<file path="src/rtl/lfsr_pkg.sv">
// Shared types and constants for the LFSR random-source arbiter.
// Fibonacci LFSR taps, default seed and the reseed FSM states.
package lfsr_pkg;

  localparam int LFSR_W = 32;
  localparam logic [LFSR_W-1:0] LFSR_TAPS = 32'h088C_8892;
  localparam logic [LFSR_W-1:0] LFSR_SEED = 32'h00BD_5C5F;

  typedef enum logic [1:0] {
    ST_RUN,
    ST_LOAD,
    ST_WARMUP
  } arb_state_e;

  function automatic logic [LFSR_W-1:0] lfsr_next(
    input logic [LFSR_W-1:0] s
  );
    return {s[LFSR_W-2:0], ^(s & LFSR_TAPS)};
  endfunction

endpackage

</file>
<file path="src/rtl/lfsr_step.sv">
// 32-bit Fibonacci LFSR register.
// Load takes priority over a step; otherwise the state holds.
module lfsr_step
  import lfsr_pkg::*;
#(
  parameter logic [LFSR_W-1:0] SEED = LFSR_SEED
) (
  input  logic              clk_i,
  input  logic              reset_ni,
  input  logic              en_i,
  input  logic              load_i,
  input  logic [LFSR_W-1:0] load_val_i,
  output logic [LFSR_W-1:0] state_o
);

  logic [LFSR_W-1:0] state_q;

  always_ff @(posedge clk_i or negedge reset_ni) begin
    if (!reset_ni) begin
      state_q <= SEED;
    end else if (load_i) begin
      state_q <= load_val_i;
    end else if (en_i) begin
      state_q <= lfsr_next(state_q);
    end
  end

  assign state_o = state_q;

endmodule

</file>
<file path="src/rtl/lfsr_arbiter.sv">
// Round-robin arbiter sharing one LFSR among requesters.
// Also sequences reseeding: load, then a discard warm-up.
module lfsr_arbiter
  import lfsr_pkg::*;
#(
  parameter int                NUM_REQ       = 4,
  parameter logic [LFSR_W-1:0] SEED          = LFSR_SEED,
  parameter int                WARMUP_CYCLES = 32
) (
  input  logic               clk_i,
  input  logic               reset_ni,
  input  logic [NUM_REQ-1:0] req_i,
  output logic [NUM_REQ-1:0] gnt_o,
  output logic [LFSR_W-1:0]  rand_o,
  input  logic [LFSR_W-1:0]  seed_i,
  input  logic               seed_load_i,
  output logic               busy_o
);

  localparam int PTR_W = (NUM_REQ > 1) ? $clog2(NUM_REQ) : 1;
  localparam logic [PTR_W:0] N_LIM = (PTR_W+1)'(NUM_REQ);
  localparam logic [PTR_W-1:0] LAST = PTR_W'(NUM_REQ - 1);

  arb_state_e        state_q;
  logic [PTR_W-1:0]  ptr_q;
  logic [7:0]        cnt_q;
  logic [LFSR_W-1:0] seed_q;
  logic [LFSR_W-1:0] lfsr_s;
  logic [LFSR_W-1:0] load_val;

  logic [2*NUM_REQ-1:0] req_dbl;
  logic [NUM_REQ-1:0]   req_rot;
  logic [PTR_W-1:0]     off;
  logic [PTR_W:0]       idx_sum;
  logic [PTR_W-1:0]     win;
  logic [PTR_W-1:0]     ptr_n;
  logic [NUM_REQ-1:0]   gnt_d;
  logic                 any_req;
  logic                 grant;
  logic                 step;

  // Rotate so that bit 0 is the requester at ptr; lowest set bit wins.
  assign req_dbl = {req_i, req_i};
  assign req_rot = NUM_REQ'(req_dbl >> ptr_q);
  assign any_req = |req_i;

  always_comb begin
    off = '0;
    for (int i = NUM_REQ - 1; i >= 0; i--) begin
      if (req_rot[i]) off = PTR_W'(i);
    end
  end

  assign idx_sum = {1'b0, ptr_q} + {1'b0, off};
  assign win = (idx_sum >= N_LIM) ? PTR_W'(idx_sum - N_LIM)
                                  : PTR_W'(idx_sum);
  assign ptr_n = (win == LAST) ? '0 : win + PTR_W'(1);
  assign gnt_d = NUM_REQ'(1) << win;

  assign grant = (state_q == ST_RUN) && !seed_load_i && any_req;
  assign step  = grant ||
                 ((state_q == ST_WARMUP) && !seed_load_i);

  assign load_val = (seed_q == '0) ? SEED : seed_q;

  lfsr_step #(
    .SEED (SEED)
  ) u_lfsr (
    .clk_i      (clk_i),
    .reset_ni   (reset_ni),
    .en_i       (step),
    .load_i     (state_q == ST_LOAD),
    .load_val_i (load_val),
    .state_o    (lfsr_s)
  );

  always_ff @(posedge clk_i or negedge reset_ni) begin
    if (!reset_ni) begin
      state_q <= ST_RUN;
      ptr_q   <= '0;
      cnt_q   <= '0;
      seed_q  <= '0;
      gnt_o   <= '0;
      rand_o  <= '0;
      busy_o  <= 1'b0;
    end else begin
      gnt_o <= '0;
      unique case (state_q)
        ST_RUN: begin
          if (seed_load_i) begin
            seed_q  <= seed_i;
            state_q <= ST_LOAD;
            busy_o  <= 1'b1;
          end else if (any_req) begin
            gnt_o  <= gnt_d;
            rand_o <= lfsr_s;
            ptr_q  <= ptr_n;
          end
        end
        ST_LOAD: begin
          if (seed_load_i) begin
            seed_q <= seed_i;
          end else begin
            cnt_q   <= 8'(WARMUP_CYCLES - 1);
            state_q <= ST_WARMUP;
          end
        end
        ST_WARMUP: begin
          if (seed_load_i) begin
            seed_q  <= seed_i;
            state_q <= ST_LOAD;
          end else if (cnt_q == '0) begin
            state_q <= ST_RUN;
            busy_o  <= 1'b0;
          end else begin
            cnt_q <= cnt_q - 8'd1;
          end
        end
        default: begin
          state_q <= ST_RUN;
          busy_o  <= 1'b0;
        end
      endcase
    end
  end

endmodule
</file>
<file path="config.mk">
export PLATFORM = sky130hd
export DESIGN_NAME = lfsr_arbiter
export DESIGN_NICKNAME = d
export VERILOG_FILES = /design/src/rtl/lfsr_pkg.sv /design/src/rtl/lfsr_step.sv /design/src/rtl/lfsr_arbiter.sv
export SDC_FILE = /design/constraint.sdc
export NUM_CORES = 1
export LEC_CHECK = 0
export CAP_MARGIN = 10
export CORE_ASPECT_RATIO = 1.5
export CORE_MARGIN = 2
export CORE_UTILIZATION = 50
export CTS_BUF_LIST = sky130_fd_sc_hd__clkbuf_8
export CTS_CLUSTER_SIZE = 20
export DETAILED_ROUTE_END_ITERATION = 10
export PLACE_DENSITY = 0.76
export SETUP_SLACK_MARGIN = 0.2
export SYNTH_ARGS = -nofsm -noshare
export SYNTH_HDL_FRONTEND = slang
export SYNTH_SLANG_ARGS = --single-unit
export TNS_END_PERCENT = 20
</file>
<file path="constraint.sdc">
create_clock -name clk_i -period 2.1 [get_ports clk_i]
set_clock_uncertainty 0.15 [all_clocks]
set_input_delay 0.315 -clock clk_i [delete_from_list [all_inputs] [get_ports clk_i]]
set_output_delay 0.315 -clock clk_i [all_outputs]
set_load 0.02 [all_outputs]
</file>
Word level (Yosys, flattened, before mapping). Index checks and enable logic that the tools add are counted.

Flip-flop bits (word level): 113. Input port bits: 39. Output and inout port bits: 37. Logic and storage cells: 69.

Add/sub/neg operators: 4. Order comparisons: 1. Eq/ne operators: 9. Shifts and indexed selects: 2. Multiplexer cells: 25. Bitwise gates (word level): 2. Reduce and logical (&&, ||, !) cells: 18.

Operators by type and width (number): two-way mux 32 bit (3); logical NOT 32 bit (1); parity 32 bit (1); two-way mux 8 bit (3); two-way mux 2 bit (10); one-hot mux 8 bit (2 select lines) (1); two-way mux 4 bit (3); logical NOT 8 bit (1); inequality test 2 bit, second input constant (4); AND reduction 4 bit (2); right shift 8 x 2 -> 4 bit (1); subtractor 8 x 1 -> 8 bit, second input constant (1); one-hot mux 2 bit (3 select lines) (1); AND reduction 3 bit (2); == test 2 bit, second input constant (2); nonzero test 2 bit (2); OR reduction 4 bit (1); left shift 1 x 2 -> 4 bit, first input constant (1); adder 2 x 2 -> 3 bit (1); greater-or-equal comparator 3 bit, second input constant (1); logical AND 1 bit (3); two-way mux 1 bit (3); inequality test 3 x 2 -> 1 bit, second input constant (1); one-hot mux 1 bit (3 select lines) (1); other kinds (10) (11).

Depth between registers and ports, before layout.
Depth in word-level cells: 12. Mapped depth: 10. Gate-level depth less buffers: 10.

Hierarchy. Synthesis repeated with hierarchy kept, for this count alone.

Cell total of the unflattened synthesis: 437. Area, all modules: 5183.7 um^2.

Modules (own cells, without submodules): lfsr_arbiter (instances 1, cells an instance 290, area each 3613.5 um^2, seq. area each 2026.9 um^2); lfsr_step (instances 1, cells an instance 147, area each 1570.3 um^2, seq. area each 820.8 um^2).

Worst setup path after synthesis. No wires, ideal clock.

Kind: reg-to-reg. Start: reg ptr_q[0]. End: reg ptr_q[1]. Library setup time: 0.125 ns. Arrival: 1.842 ns. Required time: 1.825 ns. Path slack: -0.016 ns. Stages on the path, launching flop included: 7. Buffers on the path: 0. Clock period less this slack: 2.116 ns. Cell sequence: dfrtp_1 -> or3_1 -> o221ai_1 -> ha_1 -> xor2_1 -> ha_1 -> mux2_2.

Word-level cells in the longest chain between the ends: 10. Elaborated cells between the ends (all ways): 12. Those cells by class: add/sub (3); order compare (1); eq/ne (1); shift (1); mux (6).

RTL lines: from (decl) (RTL line lfsr_arbiter.sv:25) `logic [PTR_W-1:0] ptr_q;`; from (signal assigned) (RTL line lfsr_arbiter.sv:97) `ptr_q <= ptr_n;`; right shift 8 x 2 -> 4 bit (RTL line lfsr_arbiter.sv:44) `assign req_rot = NUM_REQ'(req_dbl >> ptr_q);`; two-way mux 2 bit (4 in a row) (RTL line lfsr_arbiter.sv:50) `if (req_rot[i]) off = PTR_W'(i);`; adder 2 x 2 -> 3 bit * (RTL line lfsr_arbiter.sv:54) `assign idx_sum = {1'b0, ptr_q} + {1'b0, off};`; greater-or-equal comparator 3 bit / subtractor 2 x 1 -> 2 bit (equally long branches) (RTL line lfsr_arbiter.sv:55) `assign win = (idx_sum >= N_LIM) ? PTR_W'(idx_sum - N_LIM)`; two-way mux 2 bit * (RTL line lfsr_arbiter.sv:55); adder 2 x 1 -> 2 bit / == test 2 bit (equally long branches) (RTL line lfsr_arbiter.sv:57) `assign ptr_n = (win == LAST) ? '0 : win + PTR_W'(1);`; two-way mux 2 bit * (RTL line lfsr_arbiter.sv:57); named net ptr_n[1] (RTL line lfsr_arbiter.sv:36) `logic [PTR_W-1:0] ptr_n;`.

Mark *: on every way through the listed nets, which the timed path passes. The rest lies on a longest branch. A chain may end at the register's enable or synchronous reset.

Final worst setup path. Ends and elaborated chain as after synthesis.

==> qor.csv <==
stage,metric,value,unit
run_status,outcome,"complete, but fails checks",
run_status,failed_checks,"DRC, setup timing",
synth,ys_dominant_reg_cell,sky130_fd_sc_hd__dfrtp_1,
clock_tree,cts_htree_levels,4,
floorplanning,area_enclosed_by_the_die_boundary,10880,um^2
power,intPower,5.318,mW
timing,setup_viol_count_final,2,
timing,timing.final.crit_share,1.038,
clock_tree,cts-root-buf,sky130_fd_sc_hd__clkbuf_8,
route,via_count,3813,
synth,async_flop_share,1.000,
power,power.share.switching,0.3139,
route,avgViaCountPerCell,5.666,
global_routing,grt_max_degree,32,
synth,synth_area_per_cell,11.60,um^2
layout,nFillCells,707,
place,gpl.final_weighted_congestion,0.8484,
critical_path,cell_count_of_the_worst_reg_to_reg_path,9,
timing,timing.final.crit_period,2.179,ns
floorplanning,start_util,0.5155,
critical_path,worst_setup_path_end_kind,register,
clock_tree,cts_buffers,17,
place,detailedPlace.worstSlack,-0.4995,ns
layout,antenna-diode-count,0,
layout,fin_util,0.6906,
timing,fmax,459.0,MHz
power,seq_power_share,0.411,
layout,final_layout_size_suffix_gt1_frac,0.3100,
timing,finalWorstSetupSlack,-0.07876,ns
floorplanning,design.portCount,76,
synth,synth-seq-area-share,0.5669,
synth,synthDistinctLibCells,45,
power,switching_power_total,2.433,mW
synth,synthesis.nets,476,
critical_path,r2r_setup_slack,-0.08,ns
clock_tree,numClockSinks,113,
synth,synthesized_area,5024,um^2
global_routing,first_global_vias,4003,
hold_path,hold_path.class,input pin to async pin,
floorplanning,rows,44,
timing,finalMaxSlewViolations,0,
power,combPwrFrac,0.323,
global_routing,grt_pass1_wl,19.43,mm
timing,slew-limit-headroom,0.7082,
critical_path,worst-endpoint-required,2.27,ns
place,dpl.hpwl,7.879,mm
route,detail_route.wl_per_cell,17.53,um
synth,synth-edff-count,0,
power,pwr_density_cell,1152,nW/um^2
critical_path,reg2reg_to,ptr_q[1],
critical_path,data_arrival_time_of_the_critical_path,2.35,ns
global_routing,globalRouteOverflowTotal,0,
critical_path,timing.setup.critical_path_class,register to register,
synth,ys_ff_latch,113,
power,total_leakage_power,2.974,nW
layout,mostFrequentLayoutCell,sky130_fd_sc_hd__dfrtp_1,
critical_path,setup.worst_path.end,ptr_q[1],
place,io_buffer_count,75,
layout,area_delta_synth_final,33.95,%
critical_path,largest_fanout_on_the_critical_path,4,
synth,synth_cells,433,
route,ant_nets,0,
synth,netlist_top_cells_area,"sky130_fd_sc_hd__dfrtp_1, sky130_fd_sc_hd__mux2_2, sky130_fd_sc_hd__dfstp_2",
critical_path,regToRegStartpoint,ptr_q[0],
power,worst_ir_drop_vdd,0.6403,mV
power,clock_power_share,0.266,
floorplanning,die_height,126.8,um
critical_path,worst_setup_startpoint,ptr_q[0],
timing,slew_at_the_pin_with_the_worst_max_slew_slack,0.4368,ns
clock_tree,cts-root-to-sink-buffers,2,
route,post-route-drc-count,4,
floorplanning,core_region_area,9744,um^2
layout,most_frequent_cells_in_the_layout,"sky130_fd_sc_hd__dfrtp_1, sky130_fd_sc_hd__mux2_2, sky130_fd_sc_hd__clkdlybuf4s50_1",
job,timing.max_cap.violations,0,
route,iteration_count_of_the_initial_detailed_routing_pass,8,
synth,yosysWarnings,0,
timing,finalHoldViolCount,0,
route,drt_iter0_drc,196,
route,routed_wirelength,11.80,mm
synth,yosys.area.top_type,sky130_fd_sc_hd__dfrtp_1,
clock_tree,clkTransAtPathRegs,0.07,ns
critical_path,element_type_at_the_critical_path_start,register,
timing,rsz_0062_raised_after_global_routing,yes,
clock_tree,clock_insertion_delay_worst_skew,0.44,ns
layout,design.final.nets,588,
global_routing,track_usage,0.2308,
floorplanning,die_width,85.84,um
synth,synth_top_area_share,0.4832,
global_routing,number_of_antenna_violations_at_the_first_check_in_global_routing,0,
clock_tree,tritoncts,done,
cell usage after synthesis (all sizes together), types with 2 or more instances:
cell type,n
a31oi,9
or4,2
nor3,5
o211ai,4
nand2b,2
or3,2
buf,16
nor2,41
a21oi,6
o21bai,2
xnor2,7
o22ai,8
o21ai,26
nor2b,2
ha,4
xor2,6
dfrtp,97
nand3,33
dfstp,16
clkbuf,7
nand2,41
nor4,9
inv,6
a2bb2oi,3
nand4,2
mux2,65
o31ai,3
worst max-delay path, cell delays in order (launching register included):
cell and delay, ns:
sky130_fd_sc_hd__dfrtp_1 0.42, sky130_fd_sc_hd__buf_6 0.14, sky130_fd_sc_hd__nand2_2 0.06, sky130_fd_sc_hd__o22ai_2 0.08, sky130_fd_sc_hd__o21ai_2 0.18, sky130_fd_sc_hd__o221ai_2 0.12
sky130_fd_sc_hd__ha_2 0.21, sky130_fd_sc_hd__xor2_2 0.15, sky130_fd_sc_hd__ha_1 0.29, sky130_fd_sc_hd__mux2_4 0.26
logic make-up after synthesis:
group / after synthesis / synth area share
XOR/XNOR: 13 / 0.02267
flip-flops: 113 / 0.5669
AO/OA/AOI/OAI: 67 / 0.08468
AND/OR/NAND/NOR: 142 / 0.1318
buffers and inverters: 29 / 0.03836
adder cells (fa/ha/maj): 4 / 0.009963
multiplexers: 65 / 0.1457
sequential cells by signal (all words and copies together), names as in the netlist:
| signal | count |
|---|---|
| state_q | 2 |
| rand_o | 32 |
| gnt_o | 4 |
| u_lfsr.state_o | 32 |
| ptr_q | 2 |
| cnt_q | 8 |
| busy_o | 1 |
| seed_q | 32 |
how the worst min path moves through the flow:
stage                   from         end  cells after the start
floorplan           reset_ni      busy_o                      0
global placement    reset_ni  seed_q[15]                      1
detailed placement  reset_ni  seed_q[17]                      1
CTS                 reset_ni  seed_q[14]                      2
global route        reset_ni  seed_q[22]                      2
finish              reset_ni  seed_q[20]                      2
through the flow:
| stage | hold slack [ns] | power [mW] | setup TNS, ns | cell area, um^2 | cells |
|---|---|---|---|---|---|
| 6_report | 0.1967 | 7.751 | -0.09838 | 6729 | 673 |
| 3_5_place_dp | 0.1291 | 5.509 | -23.16 | 6076 | 630 |
| 2_1_floorplan | -0.1306 | 4.430 | 0 | 5034 | 433 |
| 5_1_grt | 0.2050 | 8.137 | -0.3996 | 6729 | 673 |
| 3_3_place_gp | 0.1246 | 5.418 | -19.29 | 6076 | 630 |
| 4_1_cts | 0.1940 | 7.666 | -0.02253 | 6606 | 671 |
what timing repair did:
| action | 4_1_cts | 5_1_grt |
|---|---|---|
| hold buffers | 1 | 0 |
| hold endpoints to repair | 27 | 0 |
| cloned | 0 | 0 |
| pin swaps | 6 | 8 |
| setup buffers | 8 | 2 |
| endpoints found under the setup margin | 78 | 50 |
| gates resized for setup | 15 | 33 |
metal layers:
metal | GRT usage | routed length (um)
met2 | 0.4012 | 6575
met4 | 0.09897 | 240
met1 | 0.2662 | 4524
met5 | 0 | 0
met3 | 0.05986 | 457
final cells by class:
cell class              count  area (um^2)  area share
flip-flops and latches    113         2848      0.4232
multi-input cells         291         2087      0.3102
repair buffers            116         1221      0.1815
clock buffers              23        316.6     0.04704
well taps                 115        143.9     0.02138
clock inverters             9        90.09     0.01339
inverters                   6        22.52    0.003347
power by group through the flow:
stage	Combinational, mW	Clock, mW	Sequential, mW
3_5_place_dp	2.28	0	3.22
3_3_place_gp	2.21	0	3.20
5_1_grt	2.69	2.19	3.26
2_1_floorplan	1.00	0	3.43
6_report	2.50	2.06	3.19
4_1_cts	2.39	2.09	3.18
(Power assumes the default switching activity.)
